[src/rtl/pipe_field_if.sv]
// Handshake bundle between the game controller and the obstacle-field engine.
// The engine side uses the slave modport; the controller/bench side uses master.
interface pipe_field_if #(
  parameter int unsigned ROWS = 8,
  parameter int unsigned COLS = 8
) ();
  logic                       start;
  logic                       enable;
  logic [ROWS-1:0]            bird_row;
  logic [COLS-1:0][ROWS-1:0]  field;
  logic                       running;
  logic                       crash;
  logic                       score_pulse;

  modport master (
    output start, enable, bird_row,
    input  field, running, crash, score_pulse
  );

  modport slave (
    input  start, enable, bird_row,
    output field, running, crash, score_pulse
  );
endinterface

[src/rtl/pipe_field_engine.sv]
// Scrolling pipe-field generator: inserts gapped pipe columns, scrolls at a divided rate,
// detects bird collisions and pulses once per cleared pipe.
module pipe_field_engine #(
  parameter int unsigned ROWS       = 8,
  parameter int unsigned COLS       = 8,
  parameter int unsigned GAP        = 3,
  parameter int unsigned SPACING    = 4,
  parameter int unsigned SCROLL_DIV = 4,
  parameter int unsigned BIRD_COL   = 0,
  parameter logic [7:0]  SEED       = 8'hA5
) (
  input logic         clk,
  input logic         reset,
  pipe_field_if.slave bus
);

  if (GAP == 0 || GAP >= ROWS || SPACING == 0 || SCROLL_DIV == 0 || BIRD_COL >= COLS ||
      SEED == 8'h00) begin : g_param_check
    $error("pipe_field_engine: illegal parameter combination");
  end

  localparam int unsigned DivW  = (SCROLL_DIV > 1) ? $clog2(SCROLL_DIV) : 1;
  localparam int unsigned SpW   = (SPACING > 1) ? $clog2(SPACING) : 1;
  localparam int unsigned NGap  = ROWS - GAP + 1;
  localparam logic [ROWS-1:0] GapOnes = ROWS'({GAP{1'b1}});

  typedef enum logic [1:0] {StIdle, StRun, StCrash} state_e;

  state_e                    state_q;
  logic [COLS-1:0][ROWS-1:0] field_q;
  logic [DivW-1:0]           div_q;
  logic [SpW-1:0]            space_q;
  logic [7:0]                lfsr_q;
  logic                      running_q;
  logic                      crash_q;
  logic                      score_q;

  logic            hit;
  logic            div_last;
  logic [7:0]      gap_top;
  logic [ROWS-1:0] pipe_col;
  logic [7:0]      lfsr_next;

  assign hit       = |(field_q[BIRD_COL] & bus.bird_row);
  assign div_last  = (div_q == DivW'(SCROLL_DIV - 1));
  assign gap_top   = lfsr_q % 8'(NGap);
  assign pipe_col  = ~(GapOnes << gap_top);
  assign lfsr_next = lfsr_q[0] ? ((lfsr_q >> 1) ^ 8'hB8) : (lfsr_q >> 1);

  always_ff @(posedge clk or negedge reset) begin
    if (!reset) begin
      state_q   <= StIdle;
      field_q   <= '0;
      div_q     <= '0;
      space_q   <= '0;
      lfsr_q    <= SEED;
      running_q <= 1'b0;
      crash_q   <= 1'b0;
      score_q   <= 1'b0;
    end else begin
      score_q <= 1'b0;
      unique case (state_q)
        StIdle, StCrash: begin
          // lfsr deliberately keeps its value so successive games differ
          if (bus.start) begin
            state_q   <= StRun;
            field_q   <= '0;
            div_q     <= '0;
            space_q   <= '0;
            running_q <= 1'b1;
            crash_q   <= 1'b0;
          end
        end
        StRun: begin
          if (hit) begin
            state_q   <= StCrash;
            running_q <= 1'b0;
            crash_q   <= 1'b1;
          end else if (bus.enable) begin
            if (div_last) begin
              div_q   <= '0;
              score_q <= |field_q[BIRD_COL];
              for (int c = 0; c < int'(COLS) - 1; c++) begin
                field_q[c] <= field_q[c+1];
              end
              if (space_q == '0) begin
                field_q[COLS-1] <= pipe_col;
                lfsr_q          <= lfsr_next;
                space_q         <= SpW'(SPACING - 1);
              end else begin
                field_q[COLS-1] <= '0;
                space_q         <= space_q - 1'b1;
              end
            end else begin
              div_q <= div_q + 1'b1;
            end
          end
        end
        default: state_q <= StIdle;
      endcase
    end
  end

  assign bus.field       = field_q;
  assign bus.running     = running_q;
  assign bus.crash       = crash_q;
  assign bus.score_pulse = score_q;

endmodule

[src/flat_wrapper.sv]
// flat-port wrapper written by rule: the top's interface ports become plain ports
module pipe_field_engine_flat 
#(
  parameter int unsigned ROWS       = 8,
  parameter int unsigned COLS       = 8,
  parameter int unsigned GAP        = 3,
  parameter int unsigned SPACING    = 4,
  parameter int unsigned SCROLL_DIV = 4,
  parameter int unsigned BIRD_COL   = 0,
  parameter logic [7:0]  SEED       = 8'hA5
)
  (clk, reset, bus_start, bus_enable, bus_bird_row, bus_field, bus_running, bus_crash, bus_score_pulse);
  pipe_field_if #(.ROWS(ROWS), .COLS(COLS)) bus_i ();
  input logic clk;
  input logic reset;
  input wire logic [$bits(bus_i.start)-1:0] bus_start;
  input wire logic [$bits(bus_i.enable)-1:0] bus_enable;
  input wire logic [$bits(bus_i.bird_row)-1:0] bus_bird_row;
  output wire logic [$bits(bus_i.field)-1:0] bus_field;
  output wire logic [$bits(bus_i.running)-1:0] bus_running;
  output wire logic [$bits(bus_i.crash)-1:0] bus_crash;
  output wire logic [$bits(bus_i.score_pulse)-1:0] bus_score_pulse;
  assign bus_i.start = bus_start;
  assign bus_i.enable = bus_enable;
  assign bus_i.bird_row = bus_bird_row;
  assign bus_field = bus_i.field;
  assign bus_running = bus_i.running;
  assign bus_crash = bus_i.crash;
  assign bus_score_pulse = bus_i.score_pulse;
  pipe_field_engine #(.ROWS(ROWS), .COLS(COLS), .GAP(GAP), .SPACING(SPACING), .SCROLL_DIV(SCROLL_DIV), .BIRD_COL(BIRD_COL), .SEED(SEED)) u_core (.clk(clk), .reset(reset), .bus(bus_i));
endmodule
[config.mk]
export PLATFORM = sky130hd
export DESIGN_NAME = pipe_field_engine_flat
export DESIGN_NICKNAME = d
export VERILOG_FILES = /design/src/rtl/pipe_field_if.sv /design/src/rtl/pipe_field_engine.sv /design/src/flat_wrapper.sv
export SDC_FILE = /design/constraint.sdc
export NUM_CORES = 1
export LEC_CHECK = 0
export ABC_AREA = 1
export BUFFER_PORTS_ARGS = -buffer_cell sky130_fd_sc_hd__buf_2
export CORE_MARGIN = 2
export CORE_UTILIZATION = 59
export CTS_CLUSTER_SIZE = 28
export DETAILED_ROUTE_END_ITERATION = 6
export HOLD_SLACK_MARGIN = 0.08
export PLACE_DENSITY_LB_ADDON = 0.1
export SYNTH_ARGS = -nofsm -noshare
export SYNTH_HDL_FRONTEND = slang
export SYNTH_SLANG_ARGS = --single-unit
[constraint.sdc]
create_clock -name clk -period 4.6 [get_ports clk]
set_input_delay 0.92 -clock clk [delete_from_list [all_inputs] [get_ports clk]]
set_output_delay 0.92 -clock clk [all_outputs]
set_load 0.02 [all_outputs]
# Word level (Yosys, flattened, before mapping)
# Index checks and enable logic that the tools add are counted.
[classes] n_addsub=2 n_div=1 n_eq_ne=8 shift=1 mux=30 n_bitwise=4 reduce_logical=11
[op_table] operator="64-bit 2-to-1 mux" n=4
[op_table] operator="64-bit case mux with 2 select lines" n=1
[op_table] operator="2-bit 2-to-1 mux" n=10
[op_table] operator="8-bit 2-to-1 mux" n=2
[op_table] operator="8-bit OR reduction" n=2
[op_table] operator="2-bit case mux with 2 select lines" n=3
[op_table] operator="5-bit AND reduction" n=2
[op_table] operator="8-bit bitwise AND" n=1
[op_table] operator="8-bit by 3-bit remainder unit with 8-bit output, second input constant" n=1
[op_table] operator="1-bit 2-to-1 mux" n=8
[op_table] operator="8-bit inverter" n=1
[op_table] operator="3-bit by 8-bit << shifter with 8-bit output, first input constant" n=1
[op_table] operator="2-bit != test, second input constant" n=3
[op_table] operator="2-bit equality test, second input constant" n=2
[op_table] operator="2-bit zero test" n=2
[op_table] operator="2-bit by 1-bit != test with 1-bit output, second input constant" n=2
[op_table] operator="3-bit inverter with 4-bit output" n=1
[op_table] operator="1-bit case mux with 2 select lines" n=2
[op_table] operator="4-bit AND reduction" n=1
[op_table] operator="3-bit AND reduction" n=1
[op_table] operator="2-bit by 1-bit adder with 2-bit output, second input constant" n=1
[op_table] operator="2-bit by 1-bit equality test with 1-bit output, second input constant" n=1
[op_table] operator="2-bit AND reduction" n=1
[op_table] operator="2-bit nonzero test" n=1
[op_table] operator="other kinds (3)" n=3
[totals] register_bits=81 in_bits=12

# Logic depth before layout (Yosys ltp)
# Gate-level depths: netlist of the first run.
[depth] depth_word=8 depth_mapped=23 mapped_depth_nobuf=23

# Least setup slack after synthesis of the first run
# OpenSTA, ideal clock, no wires.
[synth_timing] path_kind="in2reg" startpoint="in bus_bird_row[6]" endpoint="reg u_core.field_q, in the netlist u_core.bus.field[34]" setup_ns=0.130 arrival_time_ns=2.231 required_time_ns=4.470 setup_slack_ns=2.238 stages=10 path_cell_list="a22o_1 a221oi_2 and2_1 nand2_2 a22oi_4 o21ai_2 buf_6 buf_4 nand2_1 o21ai_1"
[synth_via] elab_chain_cells=4
[synth_rtl] element="start: declaration" line_no="flat_wrapper.sv:18" source="input wire logic [$bits(bus_i.bird_row)-1:0] bus_bird_row;"
[synth_rtl] element="8-bit bitwise AND" line_no="pipe_field_engine.sv:44" source="assign hit = |(field_q[BIRD_COL] & bus.bird_row);"
[synth_rtl] element="8-bit OR reduction" line_no="pipe_field_engine.sv:44"
[synth_rtl] element="2-bit != test (no source line)"
[synth_rtl] element="5-bit AND reduction (no source line)"
[synth_rtl] element="end signal: indexed assignment" line_no="pipe_field_engine.sv:84" source="field_q[c] <= field_q[c+1];"
[synth_rtl] element="end signal: indexed assignment" line_no="pipe_field_engine.sv:87" source="field_q[COLS-1] <= pipe_col;"
[synth_rtl] element="end: declaration" line_no="pipe_field_engine.sv:30" source="logic [COLS-1:0][ROWS-1:0] field_q;"
# No other way between the ends.
# A chain may end at the register's enable or synchronous reset.

# Final worst setup path of the first run
[layout_timing] startpoint="in bus_bird_row[6]" endpoint="reg u_core.field_q, in the netlist u_core.bus.field[16]"
# Same word-level chain as after synthesis.

==> results of run 1 <==
cell usage after synthesis (6+ instances only):
cell type,instances
sky130_fd_sc_hd__nand2_1,143
sky130_fd_sc_hd__dfrtp_1,77
sky130_fd_sc_hd__o21ai_1,39
sky130_fd_sc_hd__inv_1,33
sky130_fd_sc_hd__nand3_1,29
sky130_fd_sc_hd__o21ai_0,24
sky130_fd_sc_hd__nor2_1,11
sky130_fd_sc_hd__o31ai_1,11
sky130_fd_sc_hd__nand2_2,10
sky130_fd_sc_hd__clkbuf_1,9
sky130_fd_sc_hd__buf_6,6
state kept, by name (all words and copies together) (netlist names):
register,flops
u_core.bus.field,64
u_core.lfsr_q,8
u_core.div_q,2
u_core.space_q,2
u_core.state_q,2
u_core.bus.crash,1
u_core.bus.running,1
u_core.bus.score_pulse,1
final cells by class:
cell class,instances,area (µm²),share of cell area (%)
Sequential cell,81,2032,47.00
Multi-Input combinational cell,292,1461,33.81
Timing Repair Buffer,80,407.9,9.436
Inverter,37,138.9,3.213
Clock buffer,10,137.6,3.184
Tap cell,77,96.34,2.229
Clock inverter,6,48.80,1.129
logic make-up (layout without fill, tap and decap cells):
| kind of cell | Yosys count | after routing | share of synthesized area [%] |
|---|---|---|---|
| fa+ha+maj | 3 | 3 | 1.001 |
| flops | 81 | 81 | 54.19 |
| simple gates | 207 | 207 | 24.22 |
| buf+inv | 58 | 133 | 7.240 |
| compound gates | 82 | 82 | 13.35 |
layer usage:
metal  part of all wire, %  GRT usage [%]  up-vias
li1                      -              -     1551
met1                    46          31.18     1437
met2                    47          36.15       73
met3                   5.5          4.748        9
met4                   1.1          8.798        0
met5                     0              0        -
final timing paths:
kind	depth (start not counted)	slack, ns	end
max in group asynchronous	1	3.21	u_core.space_q[0]
worst max-delay path	10	1.78	u_core.bus.field[16]
worst max register to register	6	1.84	u_core.lfsr_q[3]
min in group asynchronous	1	0.74	u_core.state_q[1]
worst min register to register	2	0.49	u_core.bus.crash
worst min-delay path	2	0.49	u_core.bus.crash
power by group:
group,total [mW],internal (mW),switching [mW]
sequential,1.24,1.01,0.236
clock,0.477,0.215,0.262
combinational,1.97,0.624,1.35
total,3.69,1.85,1.85
worst max-delay path, stage by stage:
cell                       delay, ns
sky130_fd_sc_hd__buf_2          0.10
sky130_fd_sc_hd__a22o_1         0.21
sky130_fd_sc_hd__a221oi_2       0.17
sky130_fd_sc_hd__and2_1         0.22
sky130_fd_sc_hd__nand2_2        0.10
sky130_fd_sc_hd__a22oi_4        0.22
sky130_fd_sc_hd__o21ai_4        0.30
sky130_fd_sc_hd__inv_1          0.52
sky130_fd_sc_hd__nand3_1        0.17
sky130_fd_sc_hd__o21ai_0        0.13
==> qor.yml, run 1 <==
floorplan.die.width_um: 83.72
critical_path.endpoint_type: "flip-flop"
clock_sinks: 81
layout_worst_path_cycle_share_pct: 61.34
synth.area.top_cells: "sky130_fd_sc_hd__dfrtp_1 (51%), sky130_fd_sc_hd__nand2_1 (14%), sky130_fd_sc_hd__o21ai_1 (5.2%)"
maxSlewHeadroom_pct: 28.22
fmax_ghz: 0.3544
drt_first_iter_violations: 169
floorplan.rows: 29
cts_tree: "built"
utilization_pct: 69.27
post-route-drc-count: 0
crit_path_max_fanout: 42
syn-num-nets: 446
ctsHtreeMaxLevel: 3
cp_data_required_time_ns: 4.84
number_of_port_buffers: 78
post_cts_buffers: 0
synth_flop_cell: "sky130_fd_sc_hd__dfrtp_1"
die_h_um: 83.72
dp_hpwl_mm: 5.265
wl_mm: 7.768
clock_path_buffers: 2
power.ir.vdd_worst_mv: 0.5826
most-common-layout-cells: "sky130_fd_sc_hd__nand2_1 (143), sky130_fd_sc_hd__buf_2 (77), sky130_fd_sc_hd__dfrtp_1 (77)"
critPathArrivalTime_ns: 3.06
synth_edf_count: 0
hold_path.class: "flip-flop to flip-flop"
synthesis.instances: 431
initial_utilization_pct: 60.08
worst_skew_pair.late_latency_ns: 0.34
synthToLayoutAreaGrowth_pct: 15.28
setup_viol_count_final: 0
timing.rr.start: "u_core.state_q[1]"
fp.dieArea_um2: 7009
dpl_worst_slack_ns: 1.436
core_region_area_um2: 6241
static_leakage_nw: 2.250
drt-vias-per-instance: 5.266
hold_buffers: 0
antennaDiodeCount: 0
grt_overflow: 0
pre_antenna_drt_iters: 4
postRouteAntennaNets: 0
placement.cell_area_um2: 4136
yosys_warnings: 0
whs_ns: 0.4917
final.setup.worst_slack_ns: 1.778
worst-slew-pin-transition_ns: 1.071
globalplace.congestion: 0.7883
post_route_cells_drive_above_1_share_pct: 25.69
run_status: "finished, final reports clean"
first_global_vias: 2835
tns_ns: 0
route.vias.total: 3070
cts-buffers-inserted: 9
synth.lib_cells_used.distinct: 31
worst_setup_path_startpoint: "bus_bird_row[6]"
syn_area_um2: 3750
power_mw: 3.694
power.density_cell_area_nw_per_um2: 854.6
synth.avg_cell_area_um2: 8.700
synthDominantAreaCellType: "sky130_fd_sc_hd__dfrtp_1"
synthDominantCellAreaShare_pct: 51.38
hp-start: "u_core.bus.crash"
timing.final.crit_period_ns: 2.822
dp_cells: 567
yosys_register_bits: 81
rsz0062_at_grt: "false"
route.detailed.wl_per_inst_um: 13.32
fin_skew_ns: 0.01341
worst_setup_hold_path_clk_slew_ns: 0.08
grt_first_pass_wirelength_mm: 12.93
io_pins: 79
final_cells: 583
max_cap_viol_count: 0
timing.setup.critical_path_class: "input port to flip-flop"
layout.cells.most_common: "sky130_fd_sc_hd__nand2_1"
final_max_slew_viol_count: 0
synth-seq-area-share_pct: 54.19
pin_count_of_the_biggest_net_entering_global_routing: 82
postSynth.asyncResetShare_pct: 100.0
layout.nets: 516
grt_antenna_before_repair: 0
postCtsResizedCells: 0
hold_viol: 0
finish.instance_area_um2: 4323
worst_setup_path_start_kind: "input port"
grt_util_all_layers_pct: 22.80
num-fill-cells: 536
cts-root-buf: "sky130_fd_sc_hd__clkbuf_8"
Power figures use the tool's default switching activity.
==> inputs of run 2 (changes only) <==
--- a/config.mk
+++ b/config.mk
@@ -8,7 +8,7 @@
 export ABC_AREA = 1
 export BUFFER_PORTS_ARGS = -buffer_cell sky130_fd_sc_hd__buf_2
 export CORE_MARGIN = 2
-export CORE_UTILIZATION = 59
+export CORE_UTILIZATION = 49
 export CTS_CLUSTER_SIZE = 28
 export DETAILED_ROUTE_END_ITERATION = 6
 export HOLD_SLACK_MARGIN = 0.08
==> constraint.sdc (replaced) <==
create_clock -name clk -period 2.33 [get_ports clk]
set_input_delay 0.466 -clock clk [delete_from_list [all_inputs] [get_ports clk]]
set_output_delay 0.466 -clock clk [all_outputs]
set_load 0.02 [all_outputs]
==> qor.yml, run 2 (synthesized netlist as in run 1, its figures left out) <==
ordered_list_of_cells_on_the_worst_path: "inv_4 -> nand2_2 -> nand2_2 -> nand2_2 -> nand2_2 -> nand3_4 -> nand3_1 -> nand2_2 -> nand2_2 -> nand2_2 -> nand2_2 -> inv_2 -> ha_4 -> inv_1 -> nand2_2 -> nand2_2 -> nand2_4 -> inv_4 -> nor2_4 -> nand2_1 -> nand2_2 -> nand3_2"
critical-path-top-cell-by-count: "sky130_fd_sc_hd__nand2_2"
setup_viol_count_final: 6  # +6
final_max_slew_viol_count: 0  # unchanged
clock_sinks: 81  # unchanged
layout_worst_path_cycle_share_pct: 103.4
max_cap_viol_count: 0  # unchanged
rr_endpoint: "u_core.bus.field[56]"
violations: "setup timing"
power.ir.vdd_worst_mv: 1.175  # +100%
worst_skew_pair.late_latency_ns: 0.35  # about the same
power.density_cell_area_nw_per_um2: 1707  # +100%
die_h_um: 91.48  # +9.3%
pin_count_of_the_biggest_net_entering_global_routing: 49  # -40%
largest_register_ffs: 64  # unchanged
grt_overflow: 0  # unchanged
ff2ff_setup_slack_ns: -0.08  # -1.92 ns
route.detailed.wl_per_inst_um: 13.60  # +2.1%
fmax_ghz: 0.4152
pre_antenna_drt_iters: 4  # unchanged
cts-buffers-inserted: 9  # unchanged
dpl_worst_slack_ns: -0.01557  # -1.452 ns
timing.setup.critical_path_class: "flip-flop to flip-flop"
synthToLayoutAreaGrowth_pct: 23.39
layout.cells.most_common: "sky130_fd_sc_hd__nand2_1"
worst-slew-pin-transition_ns: 0.4983  # -0.5726 ns
layout.nets: 530  # +2.7%
utilization_pct: 63.12  # -6.1 points
critical_path.endpoint_type: "flip-flop"
io_pins: 79  # unchanged
floorplan.rows: 31  # +6.9%
postRouteAntennaNets: 0  # unchanged
run_status: "finished, violations left"
floorplan.die.width_um: 91.48  # +9.3%
most-common-layout-cells: "sky130_fd_sc_hd__nand2_1 (132), sky130_fd_sc_hd__buf_2 (77), sky130_fd_sc_hd__dfrtp_1 (76)"
timing.rr.start: "u_core.lfsr_q[7]"
crit_path_max_fanout: 4  # -90%
cp.depth: 22  # +12
timing.final.crit_period_ns: 2.409
dp_hpwl_mm: 5.433  # +3.2%
worst_setup_path_startpoint: "u_core.lfsr_q[7]"
worst_setup_path_start_kind: "flip-flop"
fin_skew_ns: 0.01250  # -0.0009141 ns
hold_viol: 0  # unchanged
drt_first_iter_violations: 167  # -1.2%
cp_data_required_time_ns: 2.57  # -2.27 ns
first_global_vias: 2857  # +0.78%
route.vias.total: 3128  # +1.9%
clock_path_buffers: 2  # unchanged
hp-start: "bus_start"
final.setup.worst_slack_ns: -0.07874  # -1.857 ns
static_leakage_nw: 2.360  # +4.9%
grt_antenna_before_repair: 0  # unchanged
hold_path.class: "input port to flip-flop"
setup.worst_path.end: "u_core.bus.field[56]"
antennaDiodeCount: 0  # unchanged
max_stage_delay_ns: 0.61  # +0.09 ns
placement.cell_area_um2: 4247  # +2.7%
post_route_cells_drive_above_1_share_pct: 31.92  # +6.2 points
critPathArrivalTime_ns: 2.65  # -0.41 ns
post-route-drc-count: 0  # unchanged
critPathTopFamily: "simple AND/OR/NAND/NOR gates"
grt_first_pass_wirelength_mm: 13.61  # +5.3%
finish.instance_area_um2: 4627  # +7.0%
wl_mm: 8.417  # +8.4%
rsz0062_at_grt: "true"
ctsHtreeMaxLevel: 3  # unchanged
drt-vias-per-instance: 5.053  # -4.0%
cts_tree: "built"
worst_setup_hold_path_clk_slew_ns: 0.09  # about the same
timing.critical_path.slowest_stage_cell: "sky130_fd_sc_hd__dfstp_2"
grt_util_all_layers_pct: 20.42  # -2.4 points
critPathBufInv: 4  # +2
reg2reg_depth: 22  # +16
core_region_area_um2: 7331  # +17%
cts-root-buf: "sky130_fd_sc_hd__clkbuf_8"
globalplace.congestion: 0.7988  # +1.3%
initial_utilization_pct: 51.15  # -8.9 points
power_mw: 7.897  # +110%
number_of_port_buffers: 78  # unchanged
tns_ns: -0.3313  # -0.3313 ns
fp.dieArea_um2: 8369  # +19%
maxSlewHeadroom_pct: 66.75  # +39 points
-- run 2: metrics by stage --
stage	hold WS [ns]	std cells
after detailed placement	0.4518	595
after global placement	0.4440	595
after global routing	0.4126	619
after floorplan	0.1704	431
after CTS	0.3789	615
final	0.3937	619
-- run 2: layout make-up --
| cell class | count | area (µm²) |
|---|---|---|
| fillers | 623 | 2704 |
| multi-input cells | 292 | 1584 |
| clock buffers | 10 | 137.6 |
| repair buffers | 94 | 553.0 |
| clock inverters | 6 | 51.30 |
| inverters | 37 | 143.9 |
| flip-flops and latches | 81 | 2033 |
| well taps | 99 | 123.9 |
-- run 2: power breakdown --
| part | total, mW | switching, mW | internal [mW] |
|---|---|---|---|
| clock | 0.964 | 0.537 | 0.427 |
| sequential | 2.49 | 0.498 | 1.99 |
| combinational | 4.44 | 2.89 | 1.55 |
-- run 2: how the worst min path moves through the flow --
| stage | cells after the start | endpoint | slack [ns] |
|---|---|---|---|
| finish | 4 | u_core.state_q[1] | 0.39 |
| global route | 4 | u_core.state_q[1] | 0.41 |
| CTS | 4 | u_core.state_q[1] | 0.38 |
| detailed placement | 1 | u_core.state_q[0] | 0.45 |
| global placement | 1 | u_core.bus.running | 0.44 |
| floorplan | 0 | u_core.bus.crash | 0.17 |
-- run 2: metal layers --
metal  vias to the layer above  part of all wire (%)  global-route usage, %
li1                       1575                     -                      -
met1                      1457                    46                  28.56
met2                        90                    47                  30.33
met3                         6                   6.2                  6.473
met4                         0                  0.80                  6.439
met5                         -                     0                      0
-- run 2: repair_timing --
item	CTS	global route
resized for setup	3	29
setup endpoints to repair	6	8
buffers inserted	3	4
hold buffers	1	0
endpoints found under the hold margin	29	0
pin swaps	1	14
-- run 2: worst register-to-register path, cell delays in order (launching register included) --
cell	delay, ns
sky130_fd_sc_hd__dfstp_2	0.61
sky130_fd_sc_hd__inv_4	0.06
sky130_fd_sc_hd__nand2_2	0.06
sky130_fd_sc_hd__nand2_2	0.06
sky130_fd_sc_hd__nand2_2	0.08
sky130_fd_sc_hd__nand2_2	0.07
sky130_fd_sc_hd__nand3_4	0.07
sky130_fd_sc_hd__nand3_1	0.10
sky130_fd_sc_hd__nand2_2	0.13
sky130_fd_sc_hd__nand2_2	0.07
sky130_fd_sc_hd__nand2_2	0.07
sky130_fd_sc_hd__nand2_2	0.06
sky130_fd_sc_hd__inv_2	0.07
sky130_fd_sc_hd__ha_4	0.13
sky130_fd_sc_hd__inv_1	0.06
sky130_fd_sc_hd__nand2_2	0.09
sky130_fd_sc_hd__nand2_2	0.07
sky130_fd_sc_hd__nand2_4	0.07
sky130_fd_sc_hd__inv_4	0.05
sky130_fd_sc_hd__nor2_4	0.13
sky130_fd_sc_hd__nand2_1	0.08
sky130_fd_sc_hd__nand2_2	0.07
sky130_fd_sc_hd__nand3_2	0.05
